$ cat src/rtl/noc_mesh_router.sv
// Five-port input-buffered mesh router: XY routing, per-output round-robin
// arbitration, credit-based flow control and sticky input overflow flags.
module noc_mesh_router #(
  parameter int DATA_W    = 16,
  parameter int COORD_W   = 2,
  parameter int BUF_DEPTH = 4,
  parameter int X_POS     = 0,
  parameter int Y_POS     = 0
) (
  input  logic                clk,
  input  logic                rst,
  input  logic [4:0]          valid_i,
  input  logic [5*DATA_W-1:0] data_i,
  output logic [4:0]          credit_o,
  output logic [4:0]          valid_o,
  output logic [5*DATA_W-1:0] data_o,
  input  logic [4:0]          credit_i,
  output logic [4:0]          overflow_o
);

  localparam int PW = $clog2(BUF_DEPTH);
  localparam int CW = $clog2(BUF_DEPTH + 1);
  localparam logic [CW-1:0]      FULL = CW'(BUF_DEPTH);
  localparam logic [COORD_W-1:0] XP   = COORD_W'(X_POS);
  localparam logic [COORD_W-1:0] YP   = COORD_W'(Y_POS);

  logic [DATA_W-1:0]  mem [5][BUF_DEPTH];
  logic [PW-1:0]      rd_ptr [5];
  logic [PW-1:0]      wr_ptr [5];
  logic [CW-1:0]      fill [5];
  logic [CW-1:0]      cnt [5];
  logic [2:0]         rr [5];
  logic [DATA_W-1:0]  head [5];
  logic [COORD_W-1:0] dest_x [5];
  logic [COORD_W-1:0] dest_y [5];
  logic [2:0]         route [5];
  logic [4:0]         req [5];
  logic [4:0]         gnt [5];
  logic [2:0]         gsel [5];
  logic [4:0]         pop, push, send;

  always_comb begin
    for (int i = 0; i < 5; i++) begin
      head[i]   = mem[i][rd_ptr[i]];
      dest_x[i] = head[i][DATA_W-1 -: COORD_W];
      dest_y[i] = head[i][DATA_W-1-COORD_W -: COORD_W];
      if (dest_x[i] > XP)      route[i] = 3'd2;
      else if (dest_x[i] < XP) route[i] = 3'd4;
      else if (dest_y[i] > YP) route[i] = 3'd3;
      else if (dest_y[i] < YP) route[i] = 3'd1;
      else                     route[i] = 3'd0;
      req[i] = (fill[i] != '0) ? (5'b00001 << route[i]) : 5'b00000;
    end
  end

  // Round-robin search from rr[o]; only outputs holding credit may grant.
  always_comb begin
    logic [3:0] s;
    logic [2:0] idx;
    logic       found;
    pop   = '0;
    send  = '0;
    s     = '0;
    idx   = '0;
    found = 1'b0;
    for (int o = 0; o < 5; o++) begin
      gnt[o]  = '0;
      gsel[o] = '0;
      found   = 1'b0;
      for (int k = 0; k < 5; k++) begin
        s   = {1'b0, rr[o]} + 4'(k);
        idx = (s >= 4'd5) ? 3'(s - 4'd5) : s[2:0];
        if (!found && req[idx][o] && cnt[o] != '0) begin
          found       = 1'b1;
          gnt[o][idx] = 1'b1;
          gsel[o]     = idx;
        end
      end
      send[o] = |gnt[o];
      pop     = pop | gnt[o];
    end
    for (int p = 0; p < 5; p++)
      push[p] = valid_i[p] && (fill[p] != FULL || pop[p]);
  end

  always_ff @(posedge clk) begin
    for (int p = 0; p < 5; p++)
      if (push[p]) mem[p][wr_ptr[p]] <= data_i[p*DATA_W +: DATA_W];
  end

  always_ff @(posedge clk) begin
    if (rst) begin
      for (int p = 0; p < 5; p++) begin
        rd_ptr[p] <= '0;
        wr_ptr[p] <= '0;
        fill[p]   <= '0;
        cnt[p]    <= FULL;
        rr[p]     <= '0;
      end
      valid_o    <= '0;
      credit_o   <= '0;
      data_o     <= '0;
      overflow_o <= '0;
    end else begin
      for (int p = 0; p < 5; p++) begin
        if (push[p]) wr_ptr[p] <= wr_ptr[p] + 1'b1;
        if (pop[p])  rd_ptr[p] <= rd_ptr[p] + 1'b1;
        if (push[p] && !pop[p])      fill[p] <= fill[p] + 1'b1;
        else if (!push[p] && pop[p]) fill[p] <= fill[p] - 1'b1;
        if (valid_i[p] && !push[p]) overflow_o[p] <= 1'b1;
      end
      for (int o = 0; o < 5; o++) begin
        if (send[o] && !credit_i[o])                     cnt[o] <= cnt[o] - 1'b1;
        else if (!send[o] && credit_i[o] && cnt[o] != FULL) cnt[o] <= cnt[o] + 1'b1;
        if (send[o]) begin
          rr[o] <= (gsel[o] == 3'd4) ? 3'd0 : gsel[o] + 3'd1;
          data_o[o*DATA_W +: DATA_W] <= head[gsel[o]];
        end
      end
      valid_o  <= send;
      credit_o <= pop;
    end
  end

endmodule

$ cat config.mk
export PLATFORM = sky130hd
export DESIGN_NAME = noc_mesh_router
export DESIGN_NICKNAME = d
export VERILOG_FILES = /design/src/rtl/noc_mesh_router.sv
export SDC_FILE = /design/constraint.sdc
export NUM_CORES = 1
export LEC_CHECK = 0
export ABC_AREA = 1
export ABC_CLOCK_PERIOD_IN_PS = 5800
export CAP_MARGIN = 10
export CORE_ASPECT_RATIO = 1.25
export CORE_MARGIN = 8
export CORE_UTILIZATION = 55
export DETAILED_ROUTE_END_ITERATION = 10
export GPL_TIMING_DRIVEN = 1
export PLACE_DENSITY = 0.84
export SETUP_SLACK_MARGIN = 0.3
export SYNTH_ARGS = -nofsm -noshare
export SYNTH_HDL_FRONTEND = slang
export SYNTH_SLANG_ARGS = --single-unit
$ cat constraint.sdc
create_clock -name clk -period 5.8 [get_ports clk]
set_clock_uncertainty 0.15 [all_clocks]
set_input_delay 1.45 -clock clk [delete_from_list [all_inputs] [get_ports clk]]
set_output_delay 1.45 -clock clk [all_outputs]
set_load 0.05 [all_outputs]
==> results by group <==
Synth
  • Post-Synth Adder-Cell Area: ~3.8%
  • Synthesized instance count: between 2000 and 3000
  • Synth Area in Compound Gates: 10.55%
  • Mapped Avg Cell Area: 9.052 sq um
  • Post-Synth XOR/XNOR Area: roughly 1.0%
  • Register area share after synthesis: roughly 54%
  • Async set-reset flop share out of synthesis: 0%
  • Post-synthesis cell type count: 57
  • Mux cell area share after synthesis: 0%
  • Most used DFF post-synth: edfxtp_1
  • Mapped Area: 23940 sq um
  • EDFF count, synth: 376
  • Synth Warn #: 0
  • Leading area contributor after synthesis: edfxtp_1
  • #FFs+latches synth: 454
  • Synth Area in Simple Gates: between 20% and 30%
  • Synth area leaders: edfxtp_1, nand2_1, dfxtp_1, nor2_1, inv_1
  • Largest family of logic cells by synthesized area: simple AND/OR/NAND/NOR gates
  • Area share of the largest cell type after synthesis: approximately 47%

Routing
  • First-iteration detailed-routing DRC count: approximately 1800
  • Metal2 WL: 34790 um
  • Vias post-DR: between 15000 and 20000
  • M1 WL: 25080 um
  • Via-to-Cell Ratio: ~5.7
  • First-pass DRT Iterations: 7
  • Top layer in use: met4
  • Drt total wl: 69960 um
  • Post-route ant nets: 0
  • Number of remaining DRC errors: 0
  • Post-DR wirelength/cell: around 20 um
  • Met3 wire len: ~5600 um

Critical path
  • RR Endpoint: cnt[0][2]$_SDFFCE_PP1P_
  • R2R cell count: 26
  • Max Fanout on Critical Path: 16
  • CP Data Required Time: about 6.0 ns
  • Crit path kind: reg2reg
  • FF-to-FF setup slack: approximately 0.8 ns
  • Worst Setup Start Kind: register
  • Worst setup EP type: register
  • RR Startpoint: rr[0][1]$_SDFFCE_PP0P_
  • WP data arrival: approximately 5.2 ns

STA
  • RSZ-0062 raised after global routing: no
  • Worst Tran Pin Value: between 0.7 and 0.8 ns
  • Fin. max-slew vios: 0
  • Hold Vio Cnt, Final: 0
  • Fin Hold WS: approximately 0.27 ns
  • Fin crit share: approximately 86%
  • Fin crit period: 5.000 ns
  • Setup_tns: 0 ns
  • Final setup fails: 0
  • Max transition margin: 47.78%
  • Fmax: ~200 MHz

CTS
  • Inserted Clock Buffers: between 40 and 50
  • Root buffer cell: clkbuf_16
  • Clock Path Buffers: 3
  • Post-CTS Hold Buffers: 0
  • Clock-pin slew on the worst setup and hold paths: 0.06 ns
  • Clk sinks: ~450
  • Skew-Pair Late Insertion Delay: between 0.5 and 0.6 ns
  • Post-CTS Setup Bufs: 0
  • Maximum level of the CTS H-tree: 2
  • CTS resizes: 0
  • CTS tree: yes

Place
  • GP Congestion: ~0.97
  • Number of port buffers: about 170
  • Dpl hpwl: 50360 um
  • Cell Area, Placed: about 26000 sq um

Global routing
  • Largest net degree at the start of global routing: 35
  • Gr ovfl total: 0
  • Initial antenna violation count: 0
  • GRT Total Usage: ~27%
  • First-pass GRT wire length: about 110000 um
  • Number of global-route vias before repair: between 15000 and 20000

Floorplan
  • Initial Util: a little under three fifths
  • Core footprint: approximately 43000 sq um
  • Row Count: 85
  • Io pins: ~190
  • Width of the chip: approximately 200 um
  • Die H: about 250 um
  • Full die area: around 51000 sq um

Cells and area
  • Nets: 2957
  • Commonest non-fill, non-tap cell in the layout: nand2_1
  • Layout cells sized above 1: 10.65%
  • Diode count: 0
  • End-of-flow core utilization: 63.75%
  • Commonest cells after routing, fill and taps aside: nand2_1, edfxtp_1, nor2_1
  • Post-route cell area: around 27000 sq um
  • Area growth from synthesis to layout: 14.69%

Worst hold path
  • Hold Path End: data_o[25]$_SDFFE_PP0N_
  • Hold Path Depth: 2
  • Hold Startpoint: data_o[25]$_SDFFE_PP0N_
  • HP Class: reg2reg

Status
  • Status: completed

Job
  • Number of max-cap violations: 0
[synthesized netlist by cell type, types with 12 or more instances]
| library cell | n |
|---|---|
| a21oi_1 | 126 |
| a22oi_1 | 12 |
| a32oi_1 | 20 |
| buf_2 | 22 |
| buf_4 | 27 |
| buf_6 | 20 |
| clkbuf_1 | 51 |
| dfxtp_1 | 78 |
| edfxtp_1 | 376 |
| ha_1 | 55 |
| inv_1 | 234 |
| inv_2 | 29 |
| nand2_1 | 634 |
| nand2_2 | 41 |
| nand3_1 | 153 |
| nand3_2 | 19 |
| nand4_1 | 22 |
| nor2_1 | 287 |
| nor2_2 | 36 |
| nor2_4 | 21 |
| o211ai_1 | 18 |
| o21ai_0 | 175 |
| o21ai_1 | 34 |
| o22ai_1 | 44 |
| xor2_1 | 24 |
[final cells by class]
type,count,area [sq um]
Clock inverter,32,309.0
Multi-Input combinational cell,1809,9333
Timing Repair Buffer,214,2027
Sequential cell,454,12850
Tap cell,565,706.9
Fill cell,3328,15620
Inverter,275,1060
Clock buffer,51,1170
[logic make-up (layout without fill, tap and decap cells)]
logic type / count (synthesis) / count (layout)
compound gates: 450 / 450
simple gates: 1247 / 1247
xor+xnor: 28 / 28
buf+inv: 399 / 572
fa+ha+maj: 66 / 66
other cells: 1 / 18
flops: 454 / 454
[stage by stage]
step           cells  setup slack, ns
6_report        3400           0.7998
5_1_grt         3400           0.3543
4_1_cts         3400           0.8068
3_5_place_dp    3317           0.8073
3_3_place_gp    3317           0.9497
2_1_floorplan   2662            1.450
[registers in the layout, indices dropped and copies added (netlist names)]
register    flops
data_o         64
mem           320
overflow_o      5
rd_ptr         10
wr_ptr         10
valid_o         4
credit_o        5
rr              9
fill           15
cnt            12
[how the worst max path moves through the flow]
stage                                 startpoint                      end  slack, ns  cells past startpoint
final                     rr[0][1]$_SDFFCE_PP0P_  cnt[0][2]$_SDFFCE_PP1P_       0.80                     26
after global routing      rr[0][9]$_SDFFCE_PP0P_   rr[0][0]$_SDFFCE_PP0P_       0.35                     23
after CTS                 rr[0][1]$_SDFFCE_PP0P_  cnt[0][2]$_SDFFCE_PP1P_       0.81                     26
after detailed placement  rr[0][1]$_SDFFCE_PP0P_  cnt[0][2]$_SDFFCE_PP1P_       0.81                     26
after global placement    rr[0][1]$_SDFFCE_PP0P_  cnt[0][2]$_SDFFCE_PP1P_       0.95                     26
after floorplan           rr[0][0]$_SDFFCE_PP0P_    mem[0][256]$_DFFE_PP_       1.45                     21
[layer usage]
layer | track usage [%] | vias up
li1 | - | 9139
met3 | 4.904 | 213
met1 | 30.96 | 9221
met2 | 46.17 | 953
met4 | 15.62 | 0
met5 | 0 | -
[worst max-delay path: stages, from the launching register on]
cell and delay [ns]:
edfxtp_1 0.52, inv_1 0.21, ha_1 0.24, ha_1 0.44, inv_1 0.10, nand2_1 0.10
nand2_1 0.08, nand2_1 0.09, nor2_1 0.06, nand2_1 0.06, nand2_1 0.06, nor2_2 0.14
nand2_2 0.19, nand2_1 0.11, nor2_1 0.15, nand2_1 0.13, inv_1 0.06, nand2_1 0.05
nand3b_1 0.11, nor2_4 0.45, nand4_4 0.18, nor2_2 0.16, inv_1 0.11, fa_1 0.39
xor2_1 0.18, xor2_1 0.16, nand2_1 0.07
Power is not shown: default switching activity piles up to over one toggle a cycle in this logic, so the estimate is an artifact.
